<file path="src/rtl/aim_loader_pkg.sv">
// Shared constants, state encoding and length check for the AIM program loader.
// Imported by the interface, the checksum register and the loader top.
package aim_loader_pkg;

    localparam int DEPTH  = 512;
    localparam int ADDR_W = 9;
    localparam int DATA_W = 8;
    localparam int LEN_W  = 10;

    typedef enum logic [2:0] {
        ST_IDLE,
        ST_CLEAR,
        ST_LOAD,
        ST_VERIFY,
        ST_DRAIN,
        ST_DONE,
        ST_ERROR
    } loaderState_e;

    // A load must cover at least one byte and may not run past the last address.
    function automatic logic lengthLegal(input logic [LEN_W-1:0] len);
        return (len != '0) && (len <= LEN_W'(DEPTH));
    endfunction

endpackage

</file>
<file path="src/rtl/aim_program_loader_if.sv">
// Host stream, memory bus and status signals of the AIM program loader.
// The loader takes the master modport; the host/memory side takes the slave modport.
interface aim_program_loader_if;
    import aim_loader_pkg::*;

    logic              Start;
    logic [LEN_W-1:0]  Length;
    logic [DATA_W-1:0] InByte;
    logic              InValid;
    logic              InReady;
    logic [ADDR_W-1:0] Addr;
    logic [DATA_W-1:0] WriteData;
    logic              WAIM;
    logic              RAIM;
    logic              InitAIM;
    logic [DATA_W-1:0] ReadData;
    logic              Busy;
    logic              Done;
    logic              Error;
    logic [DATA_W-1:0] Checksum;

    modport master (
        input  Start, Length, InByte, InValid, ReadData,
        output InReady, Addr, WriteData, WAIM, RAIM, InitAIM,
               Busy, Done, Error, Checksum
    );

    modport slave (
        output Start, Length, InByte, InValid, ReadData,
        input  InReady, Addr, WriteData, WAIM, RAIM, InitAIM,
               Busy, Done, Error, Checksum
    );

endinterface

</file>
<file path="src/rtl/aim_checksum8.sv">
// 8-bit clear/accumulate register; the sum wraps modulo 256.
// Clear has priority over accumulate so a restart never folds in a stale byte.
module aim_checksum8
    import aim_loader_pkg::*;
(
    input  logic              Clk,
    input  logic              Rst,
    input  logic              clear_i,
    input  logic              accEn_i,
    input  logic [DATA_W-1:0] data_i,
    output logic [DATA_W-1:0] sum_o
);

    logic [DATA_W-1:0] sum_q;
    logic [DATA_W-1:0] sum_d;

    always_comb begin
        sum_d = sum_q;
        if (clear_i) begin
            sum_d = '0;
        end else if (accEn_i) begin
            sum_d = sum_q + data_i;
        end
    end

    always_ff @(posedge Clk or posedge Rst) begin
        if (Rst) begin
            sum_q <= '0;
        end else begin
            sum_q <= sum_d;
        end
    end

    assign sum_o = sum_q;

endmodule

</file>
<file path="src/rtl/aim_program_loader.sv">
// Clears the instruction memory, streams a byte image into it from address 0,
// then reads it back and checks the modulo-256 sum against the loaded bytes.
module aim_program_loader
    import aim_loader_pkg::*;
(
    input  logic Clk,
    input  logic Rst,
    aim_program_loader_if.master bus
);

    loaderState_e      state_q;
    logic [LEN_W-1:0]  len_q;
    logic [LEN_W-1:0]  wcnt_q;
    logic [LEN_W-1:0]  rcnt_q;
    logic              drain_q;
    logic              sampleEn_q;
    logic              inReady_q;
    logic [ADDR_W-1:0] addr_q;
    logic [DATA_W-1:0] wdata_q;
    logic              waim_q;
    logic              raim_q;
    logic              init_q;
    logic              busy_q;
    logic              done_q;
    logic              error_q;

    logic              startSeen;
    logic              startLegal;
    logic              accept;
    logic [DATA_W-1:0] loadSum;
    logic [DATA_W-1:0] verifySum;

    assign startSeen  = bus.Start && ((state_q == ST_IDLE) || (state_q == ST_DONE) ||
                                      (state_q == ST_ERROR));
    assign startLegal = startSeen && lengthLegal(bus.Length);
    assign accept     = (state_q == ST_LOAD) && inReady_q && bus.InValid;

    aim_checksum8 loadSumReg (
        .Clk     (Clk),
        .Rst     (Rst),
        .clear_i (startLegal),
        .accEn_i (accept),
        .data_i  (bus.InByte),
        .sum_o   (loadSum)
    );

    // ReadData for a read issued at edge k is valid between k+1 and k+2, so the
    // verify sum samples it one cycle behind the RAIM pulse.
    aim_checksum8 verifySumReg (
        .Clk     (Clk),
        .Rst     (Rst),
        .clear_i (startLegal),
        .accEn_i (sampleEn_q),
        .data_i  (bus.ReadData),
        .sum_o   (verifySum)
    );

    always_ff @(posedge Clk or posedge Rst) begin
        if (Rst) begin
            state_q    <= ST_IDLE;
            len_q      <= '0;
            wcnt_q     <= '0;
            rcnt_q     <= '0;
            drain_q    <= 1'b0;
            sampleEn_q <= 1'b0;
            inReady_q  <= 1'b0;
            addr_q     <= '0;
            wdata_q    <= '0;
            waim_q     <= 1'b0;
            raim_q     <= 1'b0;
            init_q     <= 1'b0;
            busy_q     <= 1'b0;
            done_q     <= 1'b0;
            error_q    <= 1'b0;
        end else begin
            waim_q     <= 1'b0;
            raim_q     <= 1'b0;
            init_q     <= 1'b0;
            sampleEn_q <= raim_q;

            case (state_q)
                ST_IDLE, ST_DONE, ST_ERROR: begin
                    if (startLegal) begin
                        len_q   <= bus.Length;
                        wcnt_q  <= '0;
                        rcnt_q  <= '0;
                        drain_q <= 1'b0;
                        done_q  <= 1'b0;
                        error_q <= 1'b0;
                        busy_q  <= 1'b1;
                        init_q  <= 1'b1;
                        state_q <= ST_CLEAR;
                    end else if (startSeen) begin
                        done_q  <= 1'b0;
                        error_q <= 1'b1;
                        state_q <= ST_ERROR;
                    end
                end

                ST_CLEAR: begin
                    inReady_q <= 1'b1;
                    state_q   <= ST_LOAD;
                end

                // Addr and WriteData hold their last values while the stream stalls.
                ST_LOAD: begin
                    if (accept) begin
                        waim_q  <= 1'b1;
                        addr_q  <= wcnt_q[ADDR_W-1:0];
                        wdata_q <= bus.InByte;
                        wcnt_q  <= wcnt_q + 10'd1;
                        if (wcnt_q == (len_q - 10'd1)) begin
                            inReady_q <= 1'b0;
                            state_q   <= ST_VERIFY;
                        end
                    end
                end

                ST_VERIFY: begin
                    if (rcnt_q < len_q) begin
                        raim_q <= 1'b1;
                        addr_q <= rcnt_q[ADDR_W-1:0];
                        rcnt_q <= rcnt_q + 10'd1;
                    end else begin
                        drain_q <= 1'b0;
                        state_q <= ST_DRAIN;
                    end
                end

                // Two cycles let the final read reach the verify sum before comparing.
                ST_DRAIN: begin
                    if (!drain_q) begin
                        drain_q <= 1'b1;
                    end else begin
                        busy_q <= 1'b0;
                        done_q <= 1'b1;
                        if (verifySum != loadSum) begin
                            error_q <= 1'b1;
                            state_q <= ST_ERROR;
                        end else begin
                            state_q <= ST_DONE;
                        end
                    end
                end

                default: begin
                    state_q <= ST_IDLE;
                end
            endcase
        end
    end

    assign bus.InReady   = inReady_q;
    assign bus.Addr      = addr_q;
    assign bus.WriteData = wdata_q;
    assign bus.WAIM      = waim_q;
    assign bus.RAIM      = raim_q;
    assign bus.InitAIM   = init_q;
    assign bus.Busy      = busy_q;
    assign bus.Done      = done_q;
    assign bus.Error     = error_q;
    assign bus.Checksum  = loadSum;

endmodule

</file>
<file path="src/flat_wrapper.sv">
// flat-port wrapper written by rule: the top's interface ports become plain ports
module aim_program_loader_flat import aim_loader_pkg::*;
  (Clk, Rst, bus_Start, bus_Length, bus_InByte, bus_InValid, bus_ReadData, bus_InReady, bus_Addr, bus_WriteData, bus_WAIM, bus_RAIM, bus_InitAIM, bus_Busy, bus_Done, bus_Error, bus_Checksum);
  aim_program_loader_if bus_i ();
  input  logic Clk;
  input  logic Rst;
  input wire logic [$bits(bus_i.Start)-1:0] bus_Start;
  input wire logic [$bits(bus_i.Length)-1:0] bus_Length;
  input wire logic [$bits(bus_i.InByte)-1:0] bus_InByte;
  input wire logic [$bits(bus_i.InValid)-1:0] bus_InValid;
  input wire logic [$bits(bus_i.ReadData)-1:0] bus_ReadData;
  output wire logic [$bits(bus_i.InReady)-1:0] bus_InReady;
  output wire logic [$bits(bus_i.Addr)-1:0] bus_Addr;
  output wire logic [$bits(bus_i.WriteData)-1:0] bus_WriteData;
  output wire logic [$bits(bus_i.WAIM)-1:0] bus_WAIM;
  output wire logic [$bits(bus_i.RAIM)-1:0] bus_RAIM;
  output wire logic [$bits(bus_i.InitAIM)-1:0] bus_InitAIM;
  output wire logic [$bits(bus_i.Busy)-1:0] bus_Busy;
  output wire logic [$bits(bus_i.Done)-1:0] bus_Done;
  output wire logic [$bits(bus_i.Error)-1:0] bus_Error;
  output wire logic [$bits(bus_i.Checksum)-1:0] bus_Checksum;
  assign bus_i.Start = bus_Start;
  assign bus_i.Length = bus_Length;
  assign bus_i.InByte = bus_InByte;
  assign bus_i.InValid = bus_InValid;
  assign bus_i.ReadData = bus_ReadData;
  assign bus_InReady = bus_i.InReady;
  assign bus_Addr = bus_i.Addr;
  assign bus_WriteData = bus_i.WriteData;
  assign bus_WAIM = bus_i.WAIM;
  assign bus_RAIM = bus_i.RAIM;
  assign bus_InitAIM = bus_i.InitAIM;
  assign bus_Busy = bus_i.Busy;
  assign bus_Done = bus_i.Done;
  assign bus_Error = bus_i.Error;
  assign bus_Checksum = bus_i.Checksum;
  aim_program_loader u_core (.Clk(Clk), .Rst(Rst), .bus(bus_i));
endmodule
</file>
<file path="config.mk">
export PLATFORM = sky130hd
export DESIGN_NAME = aim_program_loader_flat
export DESIGN_NICKNAME = d
export VERILOG_FILES = /design/src/rtl/aim_loader_pkg.sv /design/src/rtl/aim_program_loader_if.sv /design/src/rtl/aim_checksum8.sv /design/src/rtl/aim_program_loader.sv /design/src/flat_wrapper.sv
export SDC_FILE = /design/constraint.sdc
export NUM_CORES = 1
export LEC_CHECK = 0
export CAP_MARGIN = 5
export CORE_MARGIN = 3
export CORE_UTILIZATION = 60
export CTS_CLUSTER_DIAMETER = 30
export DETAILED_ROUTE_END_ITERATION = 16
export GPL_ROUTABILITY_DRIVEN = 0
export PLACE_DENSITY = 0.86
export SLEW_MARGIN = 5
export SYNTH_ARGS = -nofsm -noshare
export SYNTH_HDL_FRONTEND = slang
export SYNTH_SLANG_ARGS = --single-unit
export TNS_END_PERCENT = 20
</file>
<file path="constraint.sdc">
create_clock -name Clk -period 3.7 [get_ports Clk]
set_input_delay 0.555 -clock Clk [delete_from_list [all_inputs] [get_ports Clk]]
set_output_delay 0.555 -clock Clk [all_outputs]
set_load 0.01 [all_outputs]
</file>
Yosys cells after proc, flatten, opt, wreduce, memory -nomap -nowiden
Index checks and enable logic that the tools add are counted.
Widths: inputs -> output; s select.
{ "totals": {"ramBits": 0, "out_inout_bits": 32, "latchBits": 0, "wordCells": 113, "reg_bits": 75, "input_bits": 30, "n_memories": 0, "mem_bits_ro": 0} }
{ "op_classes": {"reduce_logical": 29, "muxes": 44, "n_shift": 0, "n_bitwise": 0, "mul": 0, "n_addsub": 5, "n_lt_le_gt_ge": 2, "n_eq_ne": 16, "div": 0} }
{ "ops": {"columns": ["cell", "count"], "rows": [
  ["$pmux 10 s2", 2],
  ["$mux 8", 4],
  ["$mux 10", 3],
  ["$reduce_and 3->1", 7],
  ["$add 10x1->10 const B", 2],
  ["$mux 1", 19],
  ["$mux 3", 6],
  ["$mux 9", 2],
  ["$pmux 9 s2", 1],
  ["$add 8x8->8", 2],
  ["$pmux 3 s5", 1],
  ["$reduce_bool 2->1", 7],
  ["$eq 10x10->1", 1],
  ["$le 10x10->1 const B", 1],
  ["$lt 10x10->1", 1],
  ["$reduce_bool 10->1", 1],
  ["$sub 10x1->10 const B", 1],
  ["$eq 3x3->1 const B", 3],
  ["$ne 2x1->1 const B", 4],
  ["$ne 8x8->1", 1],
  ["$pmux 1 s2", 4],
  ["$eq 3x2->1 const B", 2],
  ["$ne 2x2->1 const B", 3],
  ["$logic_and 1x1->1", 5],
  ["11 further kinds", 13]
]} }

Depth between registers and ports, before layout
Gate-level depths: netlist (run 1).
{ "logic_depth": {"word_depth": 7, "depth_mapped": 10, "mapped_depth_nobuf": 8} }

By module
A second synthesis (run 1) with hierarchy kept.
{ "unflattened": {"cells_unflattened": 489, "area_unflattened_um2": 4626.9} }
{ "modules_own_cells": {"columns": ["mod", "seq_area_each_um2", "area_each_um2", "n_inst", "cells_per_inst"], "rows": [
  ["aim_program_loader", 1476.4, 3330.7, 1, 355],
  ["aim_checksum8", 200.2, 648.1, 2, 67]
]} }

Worst setup path after synthesis (run 1)
Ideal clock, no wire load.
{ "synth_timing": {"kind": "register to register", "from": "register u_core.rcnt_q[3]", "to": "register u_core.rcnt_q[7]", "setup_time_ns": 0.077, "required_ns": 3.623, "path_buffers": 1, "stages_incl_launch_ff": 8, "synth_period_minus_slack_ns": 2.457, "t_arrival_ns": 2.380, "setup_slack_ns": 1.243, "cell_sequence": "dfrtp_1 ha_1 a2111oi_1 a21oi_2 or2_1 buf_6 or4_1 a21oi_1"} }
{ "synth_via": {"elab_chain_len": 3, "word_cells_on_any_way": 6, "cone_classes": "1 x add/sub; 1 x order compare; 1 x eq/ne; 2 x mux; 1 x reduce/logical"} }
{ "synth_lines": {"columns": ["element", "line_no", "text"], "rows": [
  ["start: declaration", "aim_program_loader.sv:14", "logic [LEN_W-1:0] rcnt_q;"],
  ["start signal: assignment", "aim_program_loader.sv:123", "rcnt_q <= rcnt_q + 10'd1;"],
  ["$add 10x1->10 or $lt 10x10->1 (tied branches)", "aim_program_loader.sv:123, aim_program_loader.sv:120", null],
  ["$mux 10 or $ne 2x1->1 (tied branches)", null, null],
  ["$pmux 10 s2 or $reduce_and 3->1 (tied branches)", null, null]
]} }
Parallel ways exist; a longest one is shown, timed or not. The select of a mux whose other input is x is not followed.
A chain may end at the register's enable or synchronous reset.

Final worst setup path (run 1)
{ "layout_timing": {"from": "register u_core.state_q[2]", "to": "register u_core.rcnt_q[7]"} }
{ "layout_via": {"elab_chain_len": 7, "word_cells_on_any_way": 14, "cone_classes": "5 x eq/ne; 1 x mux; 8 x reduce/logical"} }
{ "layout_lines": {"columns": ["element", "line_no", "text"], "rows": [
  ["start: declaration", "aim_program_loader.sv:11", "loaderState_e state_q;"],
  ["start signal: assignment", "aim_program_loader.sv:60", "state_q <= ST_IDLE;"],
  ["start signal: assignment", "aim_program_loader.sv:92", "state_q <= ST_CLEAR;"],
  ["start signal: assignment", "aim_program_loader.sv:96", "state_q <= ST_ERROR;"],
  ["$eq 3x3->1 or $logic_not 3->1 (tied branches)", "aim_program_loader.sv:33, aim_program_loader.sv:81", null],
  ["$logic_or 1x1->1 (2 in series)", "aim_program_loader.sv:33", "assign startSeen = bus.Start && ((state_q == ST_IDLE) || (state_q == ST_DONE) ||"],
  ["$logic_and 1x1->1", "aim_program_loader.sv:33", null],
  ["$logic_and 1x1->1", "aim_program_loader.sv:35", "assign startLegal = startSeen && lengthLegal(bus.Length);"],
  ["$ne 2x2->1 (no source line)", null, null],
  ["$reduce_and 3->1 (no source line)", null, null]
]} }
Parallel ways exist; a longest one is shown, timed or not.

==> out/results.tsv, run 1 <==
metric	value	unit
slew_viol_final	0	
io_pins	62	
power.switching	773	uW
portBuffers	61	
grt_usage	26.9	%
drc	0	
max_freq	345	MHz
n_fill_cell	502	
fin_area	5360	um2
cpMaxStageDelayCell	or4_1	
internal_power	1.68	mW
hold_depth	0	
async_flop_share	100	%
synth.top_cell.area_share	42.0	%
status	finished, final reports clean	
powerDensity	457	nW/um2
numCtsBuffers	9	
antenna_cells	0	
rows	30	
core_area	7020	um2
cts.path.max_buffers	2	
reg2reg_depth	6	
setup_viol	0	
pre_cts_slack	0.688	ns
num_vias	3909	
ant_nets	0	
finalCritPeriodShare	78.3	%
clock_power_share	28.4	%
r2r_end	u_core.rcnt_q[7]	
post_drt_wl_per_cell	17.0	um
seq_power_share	43.1	%
worstSetupPathType	reg2reg	
hold_end	u_core.sampleEn_q	
min_path_type	reg2reg	
synth_seq_area_share	42.0	%
cts_tree	built	
via_per_inst	6.03	
maxCapViolCount	0	
cts_sinks	75	
tightest_slew	0.955	ns
worstSetupEndpointType	register	
synth_cell_type_count	57	
worstPathRequired	3.98	ns
htreeDepth	3	
placed_cell_area	5150	um2
ys_top_cells_by_area	dfrtp_1 (42%), ha_1 (7.3%), nand2_1 (5.4%), xor2_1 (4.3%), xnor2_1 (3.9%)	
fin_nets	606	
cp_common_cell	or2_1	
routed_wl	11000	um
clock-skew-final	0.00976	ns
die_w	92.3	um
fin_ws	0.804	ns
min_from	u_core.bus.RAIM	
synth.avg_cell_area	9.11	um2
combPwrFrac	28.4	%
cts_setup_buffers	0	
path_cells	and2b_1 > nand2_1 > or2_1 > or2_1 > or4_1 > a21oi_1	
cts.hold.buffers_added	0	
grt_max_degree	47	
leakage	2.43	nW
clkSlewWorstSetupHoldPaths	0.08	ns
antenna_found_initial	0	
worst-endpoint-arrival	3.18	ns
tns	0	ns
clk_latency	0.35	ns
ir_worst_vdd	0.367	mV
dpl.hpwl	8120	um
synth_edf_count	0	
initial_core_util	63.7	%
cts-root-buf	clkbuf_8	
min_period	2.90	ns
grt.overflow.total	0	
fp.dieH	92.3	um
slowest_delay	0.55	ns
ys_seq_elements	75	
synth_nets	549	
syn2layout_area_growth	19.9	%
cts_resized	0	
die-area	8520	um2
grt_pass1_vias	3814	
r2r_setup_slack	0.80	ns
drive_gt1_share	5.25	%
drt-initial-drc-count	246	
syn_area	4470	um2
swShare	31.6	%
synthFlopType	dfrtp_1	
ys_warn_count	0	
yosysTopAreaCell	dfrtp_1	
grt_setup_unrepaired	false	
relSlewSlack	36.3	%
finalHoldViolations	0	
syn_inst	491	
start_kind	register	
grt_pass1_wl	18100	um
worst_r2r_startpoint	u_core.state_q[2]	
worst-path-max-fanout	15	
firstDrtPassIters	6	
==> power by group through the flow <==
stage                     logic (mW)  registers (mW)  clock network [mW]
after floorplan                0.407            1.05                   0
after global placement         0.660            1.07                   0
after detailed placement       0.689            1.07                   0
after CTS                      0.698            1.05               0.697
after global routing           0.761            1.07               0.733
final                          0.696            1.06               0.696
==> worst max path at each step <==
stage,from,to,slack [ns]
floorplan,Rst,u_core.bus.Addr[0],1.24
global placement,bus_Length[5],u_core.wcnt_q[0],0.76
detailed placement,bus_Length[5],u_core.wcnt_q[0],0.69
CTS,u_core.state_q[2],u_core.rcnt_q[7],0.86
global route,u_core.state_q[1],u_core.rcnt_q[8],0.65
finish,u_core.state_q[2],u_core.rcnt_q[7],0.80
==> registers in the layout, indices dropped and copies added, names as in the netlist <==
register and count:
u_core.bus.Addr 9, u_core.bus.Busy 1, u_core.bus.Done 1, u_core.bus.Error 1, u_core.bus.InReady 1, u_core.bus.InitAIM 1, u_core.bus.RAIM 1, u_core.bus.WAIM 1
u_core.bus.WriteData 8, u_core.drain_q 1, u_core.len_q 10, u_core.loadSumReg.sum_o 8, u_core.rcnt_q 10, u_core.sampleEn_q 1, u_core.state_q 3, u_core.verifySumReg.sum_o 8
u_core.wcnt_q 10
==> per-layer routing <==
layer | track usage (%) | up-vias | wire [um]
li1 | - | 1850 | -
met1 | 36.8 | 1906 | 4980
met2 | 43.5 | 126 | 5290
met3 | 4.55 | 27 | 568
met4 | 9.03 | 0 | 206
met5 | 0 | - | 0
==> layout make-up <==
cell class | instances | area [um2] | area share, %
Multi-Input combinational cell | 371 | 2400 | 44.8
Timing Repair Buffer | 67 | 656 | 12.2
Inverter | 24 | 90.1 | 1.68
Clock buffer | 10 | 138 | 2.57
Sequential cell | 75 | 1880 | 35.0
Clock inverter | 5 | 77.6 | 1.45
Tap cell | 96 | 120 | 2.24
==> synth_stat cells (all sizes together) (9+ instances only) <==
library cell  number
a21oi             28
buf                9
clkbuf            12
dfrtp             75
ha                26
inv               24
mux2i             16
nand2             64
nand3             17
nor2              46
nor3              10
o21ai             27
xnor2             20
xor2              22
==> stage by stage <==
stage | instances | total power, mW | util (%) | hold slack, ns
4_1_cts | 648 | 2.45 | 76.4 | 0.430
6_report | 648 | 2.45 | 76.4 | 0.446
5_1_grt | 648 | 2.56 | 76.4 | 0.441
2_1_floorplan | 491 | 1.46 | - | 0.416
3_3_place_gp | 633 | 1.73 | 73.3 | 0.410
3_5_place_dp | 633 | 1.76 | 73.3 | 0.409
==> logic make-up after synthesis <==
logic type      count (synthesis)  share of synthesized area [%]
fa+ha+maj                      28                           8.17
buf+inv                        45                           4.25
mux                            16                           3.58
compound gates                 99                           14.1
flops                          75                           42.0
xor+xnor                       42                           8.23
simple gates                  186                           19.7
==> critical path, delay by kind of cell (launching register included) <==
family | cells | cell delay (ns)
AOI/OAI and AO/OA | 1 | 0.15
DFF | 1 | 0.54
and+or+nand+nor | 5 | 2.13
==> placed cells by master, fill, tap and decap left out, types with 3 or more instances in the layout <==
| cell type | count |
|---|---|
| nor2_1 | 46 |
| clkdlybuf4s50_1 | 61 |
| mux2i_1 | 16 |
| a31oi_1 | 3 |
| o21ai_0 | 5 |
| a21oi_1 | 27 |
| nor3b_1 | 3 |
| a211oi_1 | 5 |
| inv_1 | 19 |
| xnor2_1 | 20 |
| inv_2 | 5 |
| ha_1 | 26 |
| nand4_1 | 7 |
| or4_1 | 3 |
| a21o_1 | 3 |
| or3_1 | 3 |
| o22ai_1 | 6 |
| nand2_1 | 64 |
| nor2b_1 | 3 |
| nor4_1 | 7 |
| buf_4 | 6 |
| nor3_1 | 10 |
| nand3_1 | 17 |
| o21bai_1 | 3 |
| dfrtp_1 | 75 |
| and3_1 | 3 |
| xor2_1 | 22 |
| o21ai_1 | 22 |
| and4_1 | 3 |
| o31ai_1 | 4 |
| nand2b_1 | 6 |
| clkbuf_8 | 10 |
No activity file was read; power rests on OpenSTA's default activity.
==> inputs of run 2 (changes only) <==
CORE_UTILIZATION = 55   (was 60)
PLACE_DENSITY = 0.8   (was 0.86)
clock period = 2.7 ns   (was 3.7 ns; I/O delays follow)
==> out/results.tsv, run 2 (synthesized netlist as in run 1, its figures left out) <==
metric	value	unit
status	finished, final reports clean	
antenna_cells	0	
portBuffers	61	
cts_resized	0	
min_period	2.54	ns
clk_latency	0.36	ns
start_kind	register	
grt_max_degree	56	
min_path_type	in2async	
numCtsBuffers	9	
finalCritPeriodShare	94.3	%
worstSetupPathType	reg2reg	
cts-root-buf	clkbuf_8	
fin_util	70.1	%
dpl.hpwl	8100	um
die_w	96.2	um
syn2layout_area_growth	22.4	%
mostFrequentLayoutCells	dfrtp_1 (75), nand2_1 (64), clkdlybuf4s50_1 (61), nor2_1 (46), a21oi_1 (27)	
drt-initial-drc-count	259	
powerDensity	602	nW/um2
antenna_found_initial	0	
setup_viol	0	
power.total	3.29	mW
grt_usage	25.4	%
clkSlewWorstSetupHoldPaths	0.08	ns
grt.overflow.total	0	
post_drt_wl_per_cell	16.5	um
leakage	2.48	nW
via_per_inst	5.81	
cts_setup_buffers	0	
cts_sinks	75	
tightest_slew	0.656	ns
largestRegisters	u_core.len_q: 10 flops, u_core.rcnt_q: 10 flops, u_core.wcnt_q: 10 flops	
initial_core_util	57.3	%
max_freq	393	MHz
cts.hold.buffers_added	0	
slew_viol_final	0	
worstSetupEndpointType	register	
worstPathRequired	2.98	ns
relSlewSlack	55.1	%
ir_worst_vdd	0.368	mV
die-area	9250	um2
rows	32	
finalHoldViolations	0	
drive_gt1_share	7.62	%
pre_cts_slack	0.0635	ns
htreeDepth	3	
clock-skew-final	0.00898	ns
maxCapViolCount	0	
num_vias	3869	
grt_pass1_wl	18100	um
drc	0	
grt_pass1_vias	3713	
worst-endpoint-arrival	2.83	ns
firstDrtPassIters	5	
grt_setup_unrepaired	false	
place_inst	650	
worst-path-max-fanout	9	
cts.path.max_buffers	2	
ant_nets	0	
stdcell_count	666	
tns	0	ns
final_common_cell	dfrtp_1	
fin_ws	0.155	ns
fp.dieH	96.2	um
fin_nets	617	
io_pins	62	
routed_wl	11000	um
cts_tree	built	
core_area	7810	um2
## run 2: cell types whose count changed in the layout (fill, tap and decap cells not counted)
cell       previous run  this run
bufinv_16             2         1
a2111oi_1             2         1
buf_4                 6        15
clkinv_4              0         2
or2_4                 0         1
or2_1                 2         1
a2111oi_2             0         1
buf_12                0         2
## run 2: worst max-delay path, stage by stage, from the launching register on
cell	delay, ns
dfrtp_1	0.46
inv_1	0.15
ha_1	0.33
a21oi_1	0.13
o21ai_0	0.15
or2_4	0.31
or2_1	0.28
or4_1	0.51
a21oi_1	0.16
## run 2: final timing paths
check                                start                end  slack [ns]  depth (start not counted)
setup / recovery           u_core.len_q[7]   u_core.rcnt_q[7]        0.16                          8
hold / removal                         Rst    u_core.bus.WAIM        0.38                          2
setup reg to reg           u_core.len_q[7]   u_core.rcnt_q[7]        0.16                          8
hold reg to reg            u_core.bus.RAIM  u_core.sampleEn_q        0.42                          0
max in group asynchronous              Rst  u_core.state_q[1]        1.66                          3
min in group Clk           u_core.bus.RAIM  u_core.sampleEn_q        0.42                          0
## run 2: area by class of cell
| type | count | area, um2 |
|---|---|---|
| Timing Repair Buffer | 78 | 763 |
| Clock inverter | 6 | 65.1 |
| Tap cell | 102 | 128 |
| Multi-Input combinational cell | 371 | 2410 |
| Clock buffer | 10 | 138 |
| Fill cell | 623 | 2330 |
| Sequential cell | 75 | 1880 |
| Inverter | 24 | 90.1 |
## run 2: power breakdown
part	internal [mW]	switching (mW)
logic	0.507	0.444
clock network	0.451	0.430
registers	1.25	0.207
## run 2: through the flow
step | hold slack [ns] | instance area, um2
floorplan | 0.416 | 4470
global placement | 0.398 | 5260
detailed placement | 0.397 | 5260
CTS | 0.383 | 5470
global route | 0.405 | 5470
finish | 0.380 | 5470
## run 2: metal layers
layer	global-route usage, %	vias to the layer above	routed length, um
li1	-	1872	-
met2	39.2	137	5180
met5	0	-	0
met3	4.93	11	707
met4	8.06	0	117
met1	36.1	1849	4970
